<file path="src/rtl/mpc_sequencer_if.sv">
`default_nettype none
// mpc_sequencer_if: program-memory and datapath-control bundle for mpc_sequencer.
// master = sequencer, slave = memory/datapath side; step exists only with MPC_SEQ_STEP_EN.
interface mpc_sequencer_if #(
   parameter int DW   = 12,
   parameter int CNTW = 16
);
   logic            start;
   logic            mem_req;
   logic            mem_ack;
   logic [DW-1:0]   mem_data;
   logic            ovf;
   logic            cin;
   logic            ctrl_a;
   logic            ctrl_addr;
   logic            ctrl_pc;
   logic            we_a;
   logic            we_b;
   logic            we_pc;
   logic [DW-1:0]   data_out_seq;
   logic            busy;
   logic            halted;
   logic            illegal;
   logic [CNTW-1:0] retired;
`ifdef MPC_SEQ_STEP_EN
   logic            step;

   modport master (
      input  start, step, mem_ack, mem_data, ovf,
      output mem_req, cin, ctrl_a, ctrl_addr, ctrl_pc, we_a, we_b, we_pc,
             data_out_seq, busy, halted, illegal, retired
   );
   modport slave (
      output start, step, mem_ack, mem_data, ovf,
      input  mem_req, cin, ctrl_a, ctrl_addr, ctrl_pc, we_a, we_b, we_pc,
             data_out_seq, busy, halted, illegal, retired
   );
`else
   modport master (
      input  start, mem_ack, mem_data, ovf,
      output mem_req, cin, ctrl_a, ctrl_addr, ctrl_pc, we_a, we_b, we_pc,
             data_out_seq, busy, halted, illegal, retired
   );
   modport slave (
      output start, mem_ack, mem_data, ovf,
      input  mem_req, cin, ctrl_a, ctrl_addr, ctrl_pc, we_a, we_b, we_pc,
             data_out_seq, busy, halted, illegal, retired
   );
`endif
endinterface
`default_nettype wire

</file>
<file path="src/rtl/mpc_sequencer.sv">
`default_nettype none
// mpc_sequencer: fetch/decode/execute control sequencer for the mpc datapath, Rev 1.0.
// Define MPC_SEQ_STEP_EN for single-step mode (one instruction per STEP rising edge).
module mpc_sequencer #(
   parameter int DW   = 12,
   parameter int OPW  = 4,
   parameter int CNTW = 16
) (
   input  logic            clk_i,
   input  logic            rst_ni,
   mpc_sequencer_if.master bus
);
   typedef enum logic [2:0] {
      S_IDLE   = 3'd0,
      S_FETCH  = 3'd1,
      S_DECODE = 3'd2,
      S_EXEC   = 3'd3,
      S_PCUPD  = 3'd4,
      S_HALT   = 3'd5
   } state_t;

   localparam logic [OPW-1:0] OP_NOP = OPW'(4'h0);
   localparam logic [OPW-1:0] OP_LDA = OPW'(4'h1);
   localparam logic [OPW-1:0] OP_LDB = OPW'(4'h2);
   localparam logic [OPW-1:0] OP_ADD = OPW'(4'h3);
   localparam logic [OPW-1:0] OP_ADC = OPW'(4'h4);
   localparam logic [OPW-1:0] OP_JMP = OPW'(4'h5);
   localparam logic [OPW-1:0] OP_JOV = OPW'(4'h6);
   localparam logic [OPW-1:0] OP_HLT = OPW'(4'hF);

   state_t          state_q;
   logic [DW-1:0]   ir_q;
   logic [DW-1:0]   data_q;
   logic [DW-1:0]   data_d;
   logic [CNTW-1:0] retired_q;
   logic [CNTW-1:0] retired_d;
   logic            taken_q;
   logic            mem_req_q;
   logic            cin_q, ctrl_a_q, ctrl_pc_q, we_a_q, we_b_q, we_pc_q;
   logic            busy_q, halted_q, illegal_q;
   logic [OPW-1:0]  opcode;
   logic            step_issue;

   assign opcode    = ir_q[DW-1 -: OPW];
   assign data_d    = {{OPW{1'b0}}, ir_q[DW-OPW-1:0]};
   assign retired_d = (retired_q == {CNTW{1'b1}}) ? retired_q
                                                  : retired_q + {{(CNTW-1){1'b0}}, 1'b1};

`ifdef MPC_SEQ_STEP_EN
   // A rising edge seen outside an idle FETCH is remembered so no pulse is lost.
   localparam logic REQ_ON_ENTRY = 1'b0;
   logic step_q, step_pend_q, step_rise;

   assign step_rise  = bus.step & ~step_q;
   assign step_issue = (state_q == S_FETCH) && !mem_req_q && (step_rise || step_pend_q);

   always_ff @(posedge clk_i or negedge rst_ni) begin
      if (!rst_ni) begin
         step_q      <= 1'b0;
         step_pend_q <= 1'b0;
      end else begin
         step_q      <= bus.step;
         step_pend_q <= (step_pend_q | step_rise) & ~step_issue;
      end
   end
`else
   localparam logic REQ_ON_ENTRY = 1'b1;
   assign step_issue = 1'b0;
`endif

   always_ff @(posedge clk_i or negedge rst_ni) begin
      if (!rst_ni) begin
         state_q   <= S_IDLE;
         ir_q      <= '0;
         data_q    <= '0;
         retired_q <= '0;
         taken_q   <= 1'b0;
         mem_req_q <= 1'b0;
         cin_q     <= 1'b0;
         ctrl_a_q  <= 1'b0;
         ctrl_pc_q <= 1'b0;
         we_a_q    <= 1'b0;
         we_b_q    <= 1'b0;
         we_pc_q   <= 1'b0;
         busy_q    <= 1'b0;
         halted_q  <= 1'b0;
         illegal_q <= 1'b0;
      end else begin
         cin_q     <= 1'b0;
         ctrl_a_q  <= 1'b0;
         ctrl_pc_q <= 1'b0;
         we_a_q    <= 1'b0;
         we_b_q    <= 1'b0;
         we_pc_q   <= 1'b0;
         illegal_q <= 1'b0;
         case (state_q)
            S_IDLE, S_HALT: begin
               if (bus.start) begin
                  state_q   <= S_FETCH;
                  mem_req_q <= REQ_ON_ENTRY;
                  busy_q    <= 1'b1;
                  halted_q  <= 1'b0;
               end
            end
            S_FETCH: begin
               if (mem_req_q && bus.mem_ack) begin
                  ir_q      <= bus.mem_data;
                  mem_req_q <= 1'b0;
                  state_q   <= S_DECODE;
               end else if (step_issue) begin
                  mem_req_q <= 1'b1;
               end
            end
            S_DECODE: begin
               // Strobes are registered here so they cover exactly the EXEC cycle.
               taken_q <= bus.ovf;
               data_q  <= data_d;
               state_q <= S_EXEC;
               case (opcode)
                  OP_NOP, OP_HLT: begin end
                  OP_LDA: begin ctrl_a_q <= 1'b1; we_a_q <= 1'b1; end
                  OP_LDB: we_b_q <= 1'b1;
                  OP_ADD: we_a_q <= 1'b1;
                  OP_ADC: begin we_a_q <= 1'b1; cin_q <= 1'b1; end
                  OP_JMP: begin ctrl_pc_q <= 1'b1; we_pc_q <= 1'b1; end
                  OP_JOV: begin ctrl_pc_q <= bus.ovf; we_pc_q <= bus.ovf; end
                  default: illegal_q <= 1'b1;
               endcase
            end
            S_EXEC: begin
               retired_q <= retired_d;
               if (opcode == OP_HLT) begin
                  state_q  <= S_HALT;
                  busy_q   <= 1'b0;
                  halted_q <= 1'b1;
               end else if (opcode == OP_JMP || (opcode == OP_JOV && taken_q)) begin
                  state_q   <= S_FETCH;
                  mem_req_q <= REQ_ON_ENTRY;
               end else begin
                  state_q <= S_PCUPD;
                  we_pc_q <= 1'b1;
               end
            end
            S_PCUPD: begin
               state_q   <= S_FETCH;
               mem_req_q <= REQ_ON_ENTRY;
            end
            default: state_q <= S_IDLE;
         endcase
      end
   end

   assign bus.mem_req      = mem_req_q;
   assign bus.cin          = cin_q;
   assign bus.ctrl_a       = ctrl_a_q;
   assign bus.ctrl_addr    = 1'b0;
   assign bus.ctrl_pc      = ctrl_pc_q;
   assign bus.we_a         = we_a_q;
   assign bus.we_b         = we_b_q;
   assign bus.we_pc        = we_pc_q;
   assign bus.data_out_seq = data_q;
   assign bus.busy         = busy_q;
   assign bus.halted       = halted_q;
   assign bus.illegal      = illegal_q;
   assign bus.retired      = retired_q;
endmodule
`default_nettype wire

</file>
<file path="src/flat_wrapper.sv">
// flat-port wrapper written by rule: the top's interface ports become plain ports
module mpc_sequencer_flat 
#(
   parameter int DW   = 12,
   parameter int OPW  = 4,
   parameter int CNTW = 16
)
  (clk_i, rst_ni, bus_start, bus_mem_ack, bus_mem_data, bus_ovf, bus_mem_req, bus_cin, bus_ctrl_a, bus_ctrl_addr, bus_ctrl_pc, bus_we_a, bus_we_b, bus_we_pc, bus_data_out_seq, bus_busy, bus_halted, bus_illegal, bus_retired);
  mpc_sequencer_if #(.DW(DW), .CNTW(CNTW)) bus_i ();
  input  logic clk_i;
  input  logic rst_ni;
  input wire logic [$bits(bus_i.start)-1:0] bus_start;
  input wire logic [$bits(bus_i.mem_ack)-1:0] bus_mem_ack;
  input wire logic [$bits(bus_i.mem_data)-1:0] bus_mem_data;
  input wire logic [$bits(bus_i.ovf)-1:0] bus_ovf;
  output wire logic [$bits(bus_i.mem_req)-1:0] bus_mem_req;
  output wire logic [$bits(bus_i.cin)-1:0] bus_cin;
  output wire logic [$bits(bus_i.ctrl_a)-1:0] bus_ctrl_a;
  output wire logic [$bits(bus_i.ctrl_addr)-1:0] bus_ctrl_addr;
  output wire logic [$bits(bus_i.ctrl_pc)-1:0] bus_ctrl_pc;
  output wire logic [$bits(bus_i.we_a)-1:0] bus_we_a;
  output wire logic [$bits(bus_i.we_b)-1:0] bus_we_b;
  output wire logic [$bits(bus_i.we_pc)-1:0] bus_we_pc;
  output wire logic [$bits(bus_i.data_out_seq)-1:0] bus_data_out_seq;
  output wire logic [$bits(bus_i.busy)-1:0] bus_busy;
  output wire logic [$bits(bus_i.halted)-1:0] bus_halted;
  output wire logic [$bits(bus_i.illegal)-1:0] bus_illegal;
  output wire logic [$bits(bus_i.retired)-1:0] bus_retired;
  assign bus_i.start = bus_start;
  assign bus_i.mem_ack = bus_mem_ack;
  assign bus_i.mem_data = bus_mem_data;
  assign bus_i.ovf = bus_ovf;
  assign bus_mem_req = bus_i.mem_req;
  assign bus_cin = bus_i.cin;
  assign bus_ctrl_a = bus_i.ctrl_a;
  assign bus_ctrl_addr = bus_i.ctrl_addr;
  assign bus_ctrl_pc = bus_i.ctrl_pc;
  assign bus_we_a = bus_i.we_a;
  assign bus_we_b = bus_i.we_b;
  assign bus_we_pc = bus_i.we_pc;
  assign bus_data_out_seq = bus_i.data_out_seq;
  assign bus_busy = bus_i.busy;
  assign bus_halted = bus_i.halted;
  assign bus_illegal = bus_i.illegal;
  assign bus_retired = bus_i.retired;
  mpc_sequencer #(.DW(DW), .OPW(OPW), .CNTW(CNTW)) u_core (.clk_i(clk_i), .rst_ni(rst_ni), .bus(bus_i));
endmodule
</file>
<file path="config.mk">
export PLATFORM = sky130hd
export DESIGN_NAME = mpc_sequencer_flat
export DESIGN_NICKNAME = d
export VERILOG_FILES = /design/src/rtl/mpc_sequencer_if.sv /design/src/rtl/mpc_sequencer.sv /design/src/flat_wrapper.sv
export SDC_FILE = /design/constraint.sdc
export NUM_CORES = 1
export LEC_CHECK = 0
export ABC_AREA = 1
export BUFFER_PORTS_ARGS = -buffer_cell sky130_fd_sc_hd__buf_4
export CORE_UTILIZATION = 50
export CTS_CLUSTER_DIAMETER = 40
export CTS_CLUSTER_SIZE = 20
export DETAILED_ROUTE_END_ITERATION = 8
export GPL_TIMING_DRIVEN = 0
export PLACE_DENSITY = 0.73
export SETUP_SLACK_MARGIN = 0.15
export SLEW_MARGIN = 20
export SYNTH_ARGS = -nofsm -noshare
export SYNTH_HDL_FRONTEND = slang
export SYNTH_SLANG_ARGS = --single-unit
export TNS_END_PERCENT = 100
</file>
<file path="constraint.sdc">
create_clock -name clk_i -period 2.7 [get_ports clk_i]
set_input_delay 0.54 -clock clk_i [delete_from_list [all_inputs] [get_ports clk_i]]
set_output_delay 0.54 -clock clk_i [all_outputs]
set_load 0.01 [all_outputs]
</file>
==> qor.csv, run 1 <==
stage,metric,value,unit
synth,top-area cell type share of the netlist area,50.6,%
power_and_ir_drop,Int Power,0.00164,W
clock_tree,post-CTS sizing,0,
synth,syn avg cell area,8.00,µm²
setup_path,cells along the critical path,ha_1 -> nand3_2 -> clkinv_1 -> nand2_2 -> o21ai_4 -> inv_4 -> buf_6 -> nand2_1 -> nand2_1,
power_and_ir_drop,Comb power frac,36.0,%
sta,period utilisation layout,66.5,%
global_route,largest net degree at the start of global routing,51,
floorplanning,row cnt,25,
finish,layout cells sized above 1,21.8,%
finish,nets,388,
finish,"commonest non-fill, non-tap cell in the layout",nand2_1,
clock_tree,CTS tree,yes,
sta,Final min period,1790,ps
synth,"Top FF cell, synth",dfrtp_1,
drt,initial drt markers,114,
synth,Post-Synthesis Cells,309,
drt,iteration count of the initial detailed-routing pass,4,
floorplanning,Initial Utilization,52.0,%
clock_tree,CTS Hold Bufs,0,
clock_tree,clock sink count,50,
setup_path,Worst setup EP type,flop,
drt,Vias/cell,4.88,
power_and_ir_drop,switching part of the total,37.0,%
floorplanning,IO Pins,56,
setup_path,CP Class,flop to flop,
sta,Sum Neg Setup Slack,0,ps
drt,Routed Antenna Nets,0,
global_route,vias in the first global route,1910,
place,Cells after DPL,430,
synth,ys async rst share,100,%
synth,register area share after synthesis,50.6,%
synth,YS warnings,0,
setup_path,"Buf+Inv Stages, Crit Path",3,
power_and_ir_drop,sequential share of power,43.3,%
finish,Final Util,64.3,%
synth,dominant cells by area after synthesis,"dfrtp_1 (51%), nand2_1 (15%), nor2_1 (5.8%)",
sta,RSZ-0062 raised after global routing,false,
flow_run,MaxCap Viol Count,0,
sta,"Slew Viols, Final",0,
synth,Post-synth EDFFs,0,
power_and_ir_drop,cell area power density,851,nW/µm²
clock_tree,H-tree Lvls,2,
min_path,hold crit path type,input port to async pin,
sta,Worst Max-Slew Pin Slew,619,ps
setup_path,"most used cell, CP",nand2_1,
global_route,total global routing overflow,0,
floorplanning,Die X,72.3,µm
drt,vias,2139,
setup_path,Slowest cell on crit path,dfrtp_1,
power_and_ir_drop,sw power,0.000962,W
clock_tree,"Clk Latency, worst-skew pair",310,ps
drt,routed len/inst,11.6,µm
power_and_ir_drop,Peak VDD IR,0.510,mV
synth,Post-Synthesis Cell Area,2470,µm²
global_route,initial antenna violation count,0,
sta,clock skew,6.87,ps
floorplanning,die span in y,72.3,µm
synth,dominant cell type by area after synthesis,dfrtp_1,
drt,DRC viols,0,
place,Post-DP HPWL,3.77,mm
setup_path,Top delay family on crit path,flip-flops,
finish,antenna diode instance count,0,
clock_tree,clock tree buffer depth,2,
power_and_ir_drop,leakage,1.55,nW
setup_path,CP arrival,2000,ps
power_and_ir_drop,Pwr Total,0.00260,W
global_route,All-Layer GR Usage,21.2,%
sta,relative slew slack,58.7,%
run_status,status,finished clean,
synth,Yosys cell types,28,
clock_tree,TritonCTS Buffers,5,
clock_tree,CTS root buffer,clkbuf_8,
finish,fill count,455,
finish,synthesis-to-finish area growth,23.7,%
setup_path,crit-path max FO,10,
setup_path,"Data required, critical path",2910,ps
place,Final GP Congestion,0.863,
sta,FMAX,557,MHz
finish,Post-Layout Cell Count,438,
drt,final WL,5.06,mm
setup_path,CP startpoint kind,flop,
floorplanning,Die Area,5230,µm²
setup_path,largest stage delay on the critical path,460,ps
clock_tree,clock-pin slew on the worst setup and hold paths,90,ps
sta,Final Hold Vio Count,0,
place,IO Port Bufs,50,
finish,most frequent cells in the layout,"nand2_1 (97), buf_4 (55), dfrtp_1 (50)",
global_route,first-pass GRT wire length,8.50,mm
floorplanning,core outline area,4750,µm²
synth,Seq cells post-synth,50,
power_and_ir_drop,Clk network pwr share,20.7,%
sta,final setup fails,0,
clock_tree,number of setup buffers added after CTS,0,
## cell type report
type | count | area [µm²] | share of cell area, %
sequential | 50 | 1250 | 40.9
multi-input combinational | 219 | 1030 | 33.7
timing repair buffer | 50 | 375 | 12.3
inverter | 33 | 126 | 4.13
tap | 67 | 83.8 | 2.74
buffer | 11 | 77.6 | 2.54
clock buffer | 5 | 68.8 | 2.25
clock inverter | 3 | 43.8 | 1.43
## registers in the layout (all words and copies together), names as in the netlist, 3 cells and up
signal,cells
u_core.bus.data_out_seq,8
u_core.bus.retired,16
u_core.ir_q,12
u_core.state_q,3
## worst paths after layout
kind                                  startpoint                          to  slack (ps)  cells after the start
min in group clk_i               bus_mem_data[7]              u_core.ir_q[7]         470                      3
min reg2reg                    u_core.bus.halted           u_core.bus.halted         480                      2
max reg2reg                u_core.bus.retired[0]      u_core.bus.retired[10]         910                      9
max                        u_core.bus.retired[0]      u_core.bus.retired[10]         910                      9
max in group asynchronous                 rst_ni  u_core.bus.data_out_seq[3]        2040                      1
min                                       rst_ni       u_core.bus.retired[9]         230                      1
## synth_stat cells (2+ instances only)
cell	count
nor2_1	38
buf_4	5
nand3_2	2
buf_6	2
xnor2_1	6
inv_1	31
buf_2	2
dfrtp_1	50
nand2_1	97
nand2_2	5
nand4_1	11
a21oi_1	14
nor2_4	3
nand3_1	16
o21ai_0	13
clkbuf_1	2
## metal layers
| layer | routed length [µm] | GRT usage, % | up-vias | part of all wire [%] |
|---|---|---|---|---|
| met5 | 0 | 0 | - | 0 |
| met4 | 73 | 8.50 | 0 | 1.4 |
| met3 | 199 | 5.00 | 6 | 3.9 |
| met2 | 2330 | 33.9 | 45 | 46 |
| met1 | 2450 | 28.0 | 998 | 48 |
| li1 | - | - | 1090 | - |
## cells by family (layout without fill, tap and decap cells)
family	after synthesis	after routing	synth area share, %
compound gates	30	30	6.68
xor+xnor	7	7	2.48
fa+ha+maj	1	1	0.506
buf+inv	44	102	8.25
flops	50	50	50.6
mux	1	1	0.456
other cells	1	5	0.152
simple gates	175	175	30.8
## metrics by stage
step                setup slack, ps  hold WS (ps)  area [µm²]
CTS                             901           264        3060
finish                          905           227        3060
floorplan                      1070           244        2490
global route                    754           293        3060
detailed placement              911           464        2950
global placement                947           459        2950
## power by group through the flow
stage,sequential (W),combinational (W),clock [W]
global route,0.00115,0.00106,0.000570
global placement,0.00113,0.000917,0
finish,0.00113,0.000936,0.000538
CTS,0.00112,0.000945,0.000547
floorplan,0.00116,0.000552,0
detailed placement,0.00113,0.000948,0
## worst reg2reg max path: stages, from the launching register on
cell,delay (ps)
dfrtp_1,460
ha_1,320
nand3_2,120
clkinv_1,100
nand2_2,70
o21ai_4,290
inv_4,70
buf_6,150
nand2_1,70
nand2_1,50
Power figures use the tool's default switching activity.
==> inputs of run 2 (changes only) <==
==> constraint.sdc (replaced) <==
create_clock -name clk_i -period 1.8 [get_ports clk_i]
set_input_delay 0.36 -clock clk_i [delete_from_list [all_inputs] [get_ports clk_i]]
set_output_delay 0.36 -clock clk_i [all_outputs]
set_load 0.01 [all_outputs]
==> qor.csv, run 2 (synthesis results as in run 1) <==
stage,metric,value,unit
clock_tree,H-tree Lvls,2,
clock_tree,CTS tree,yes,
finish,"commonest non-fill, non-tap cell in the layout",nand2_1,
place,Post-DP HPWL,3.77,mm
sta,"Slew Viols, Final",0,
floorplanning,row cnt,25,
setup_path,crit-path max FO,10,
clock_tree,CTS Hold Bufs,0,
floorplanning,IO Pins,56,
place,area post-placement,2950,µm²
drt,vias,2145,
power_and_ir_drop,Int Power,0.00249,W
sta,RSZ-0062 raised after global routing,true,
sta,Final min period,1530,ps
setup_path,"Buf+Inv Stages, Crit Path",3,
sta,clock skew,7.91,ps
floorplanning,Initial Utilization,52.0,%
setup_path,"Data required, critical path",2010,ps
drt,routed len/inst,11.5,µm
setup_path,CP startpoint kind,flop,
clock_tree,TritonCTS Buffers,5,
setup_path,worst reg2reg startpoint,u_core.bus.retired[1],
place,IO Port Bufs,50,
power_and_ir_drop,sequential share of power,43.2,%
sta,final setup fails,0,
global_route,vias in the first global route,1914,
setup_path,cells along the critical path,ha_4 -> nand3_2 -> clkinv_1 -> nand2_2 -> o21ai_4 -> inv_4 -> buf_6 -> nand2_1 -> nand2_1,
drt,iteration count of the initial detailed-routing pass,4,
finish,most frequent cells in the layout,"nand2_1 (97), buf_4 (56), dfrtp_1 (49)",
sta,Worst Max-Slew Pin Slew,613,ps
finish,cell area after layout,3090,µm²
clock_tree,CTS root buffer,clkbuf_8,
sta,Sum Neg Setup Slack,0,ps
drt,Routed Antenna Nets,0,
run_status,status,finished clean,
setup_path,Setup crit start,u_core.bus.retired[1],
finish,Largest register FFs,16,
finish,synthesis-to-finish area growth,25.1,%
clock_tree,clock tree buffer depth,2,
power_and_ir_drop,Peak VDD IR,0.768,mV
setup_path,Worst setup EP type,flop,
floorplanning,die span in y,72.3,µm
sta,Final Hold Vio Count,0,
setup_path,"most used cell, CP",nand2_1,
finish,nets,389,
global_route,total global routing overflow,0,
clock_tree,"Clk Latency, worst-skew pair",310,ps
power_and_ir_drop,Clk network pwr share,20.4,%
min_path,hold crit path type,input port to async pin,
setup_path,Slowest cell on crit path,dfrtp_1,
setup_path,CP arrival,1730,ps
sta,relative slew slack,59.1,%
power_and_ir_drop,switching part of the total,37.1,%
power_and_ir_drop,sw power,0.00147,W
power_and_ir_drop,leakage,1.56,nW
setup_path,largest stage delay on the critical path,460,ps
sta,period utilisation layout,84.8,%
global_route,initial antenna violation count,0,
drt,final WL,5.05,mm
flow_run,MaxCap Viol Count,0,
global_route,first-pass GRT wire length,8.49,mm
setup_path,CP Class,flop to flop,
drt,Vias/cell,4.89,
global_route,All-Layer GR Usage,21.2,%
floorplanning,Die Area,5230,µm²
clock_tree,clock sink count,50,
finish,layout cells sized above 1,22.8,%
sta,Min Hold Slack,44.5,ps
drt,initial drt markers,127,
finish,antenna diode instance count,0,
power_and_ir_drop,cell area power density,1280,nW/µm²
floorplanning,core outline area,4750,µm²
global_route,largest net degree at the start of global routing,51,
power_and_ir_drop,Comb power frac,36.4,%
place,Final GP Congestion,0.863,
floorplanning,Die X,72.3,µm
clock_tree,clock-pin slew on the worst setup and hold paths,90,ps
setup_path,Top delay family on crit path,flip-flops,
sta,FMAX,655,MHz
drt,DRC viols,0,
## run 2: layer usage
layer	track usage (%)	up-vias	routed length, µm
met5	0	-	0
met4	8.50	0	76
met3	5.00	6	194
met2	34.1	43	2380
met1	27.8	1008	2410
li1	-	1088	-
## run 2: metrics by stage
step / std cells / total power, W / util, % / setup WS (ps)
finish: 439 / 0.00395 / 65.0 / 274
global route: 439 / 0.00423 / 65.0 / 148
CTS: 439 / 0.00394 / 64.6 / 173
detailed placement: 430 / 0.00312 / 61.9 / 10.6
global placement: 430 / 0.00307 / 61.9 / 47.3
floorplan: 313 / 0.00257 / - / 169
## run 2: power by group through the flow
stage / logic [W] / clock network (W) / registers [W]
after floorplan: 0.000829 / 0 / 0.00174
after global placement: 0.00137 / 0 / 0.00170
after detailed placement: 0.00142 / 0 / 0.00170
after CTS: 0.00143 / 0.000821 / 0.00169
after global routing: 0.00164 / 0.000855 / 0.00174
final: 0.00144 / 0.000807 / 0.00171
## run 2: path summary, 6_finish.rpt
kind,endpoint,slack [ps],depth (start not counted)
setup / recovery,u_core.bus.retired[14],270,9
hold / removal,u_core.bus.retired[9],40,1
setup reg to reg,u_core.bus.retired[14],270,9
min in group clk_i,u_core.taken_q,290,2
hold reg to reg,u_core.bus.halted,480,2
max in group asynchronous,u_core.bus.retired[0],1330,1
## run 2: layout make-up
type	instances	area, µm²
buffer	11	77.6
clock buffer	5	68.8
clock inverter	3	43.8
fill	445	1660
inverter	33	126
multi-input combinational	219	1060
sequential	50	1250
tap	67	83.8
timing repair buffer	51	383
## run 2: repair_timing
action | CTS | global route
setup endpoints to repair | 10 | 22
resized for setup | 2 | 3
pin swaps | 1 | 0
buffers inserted | 1 | 0
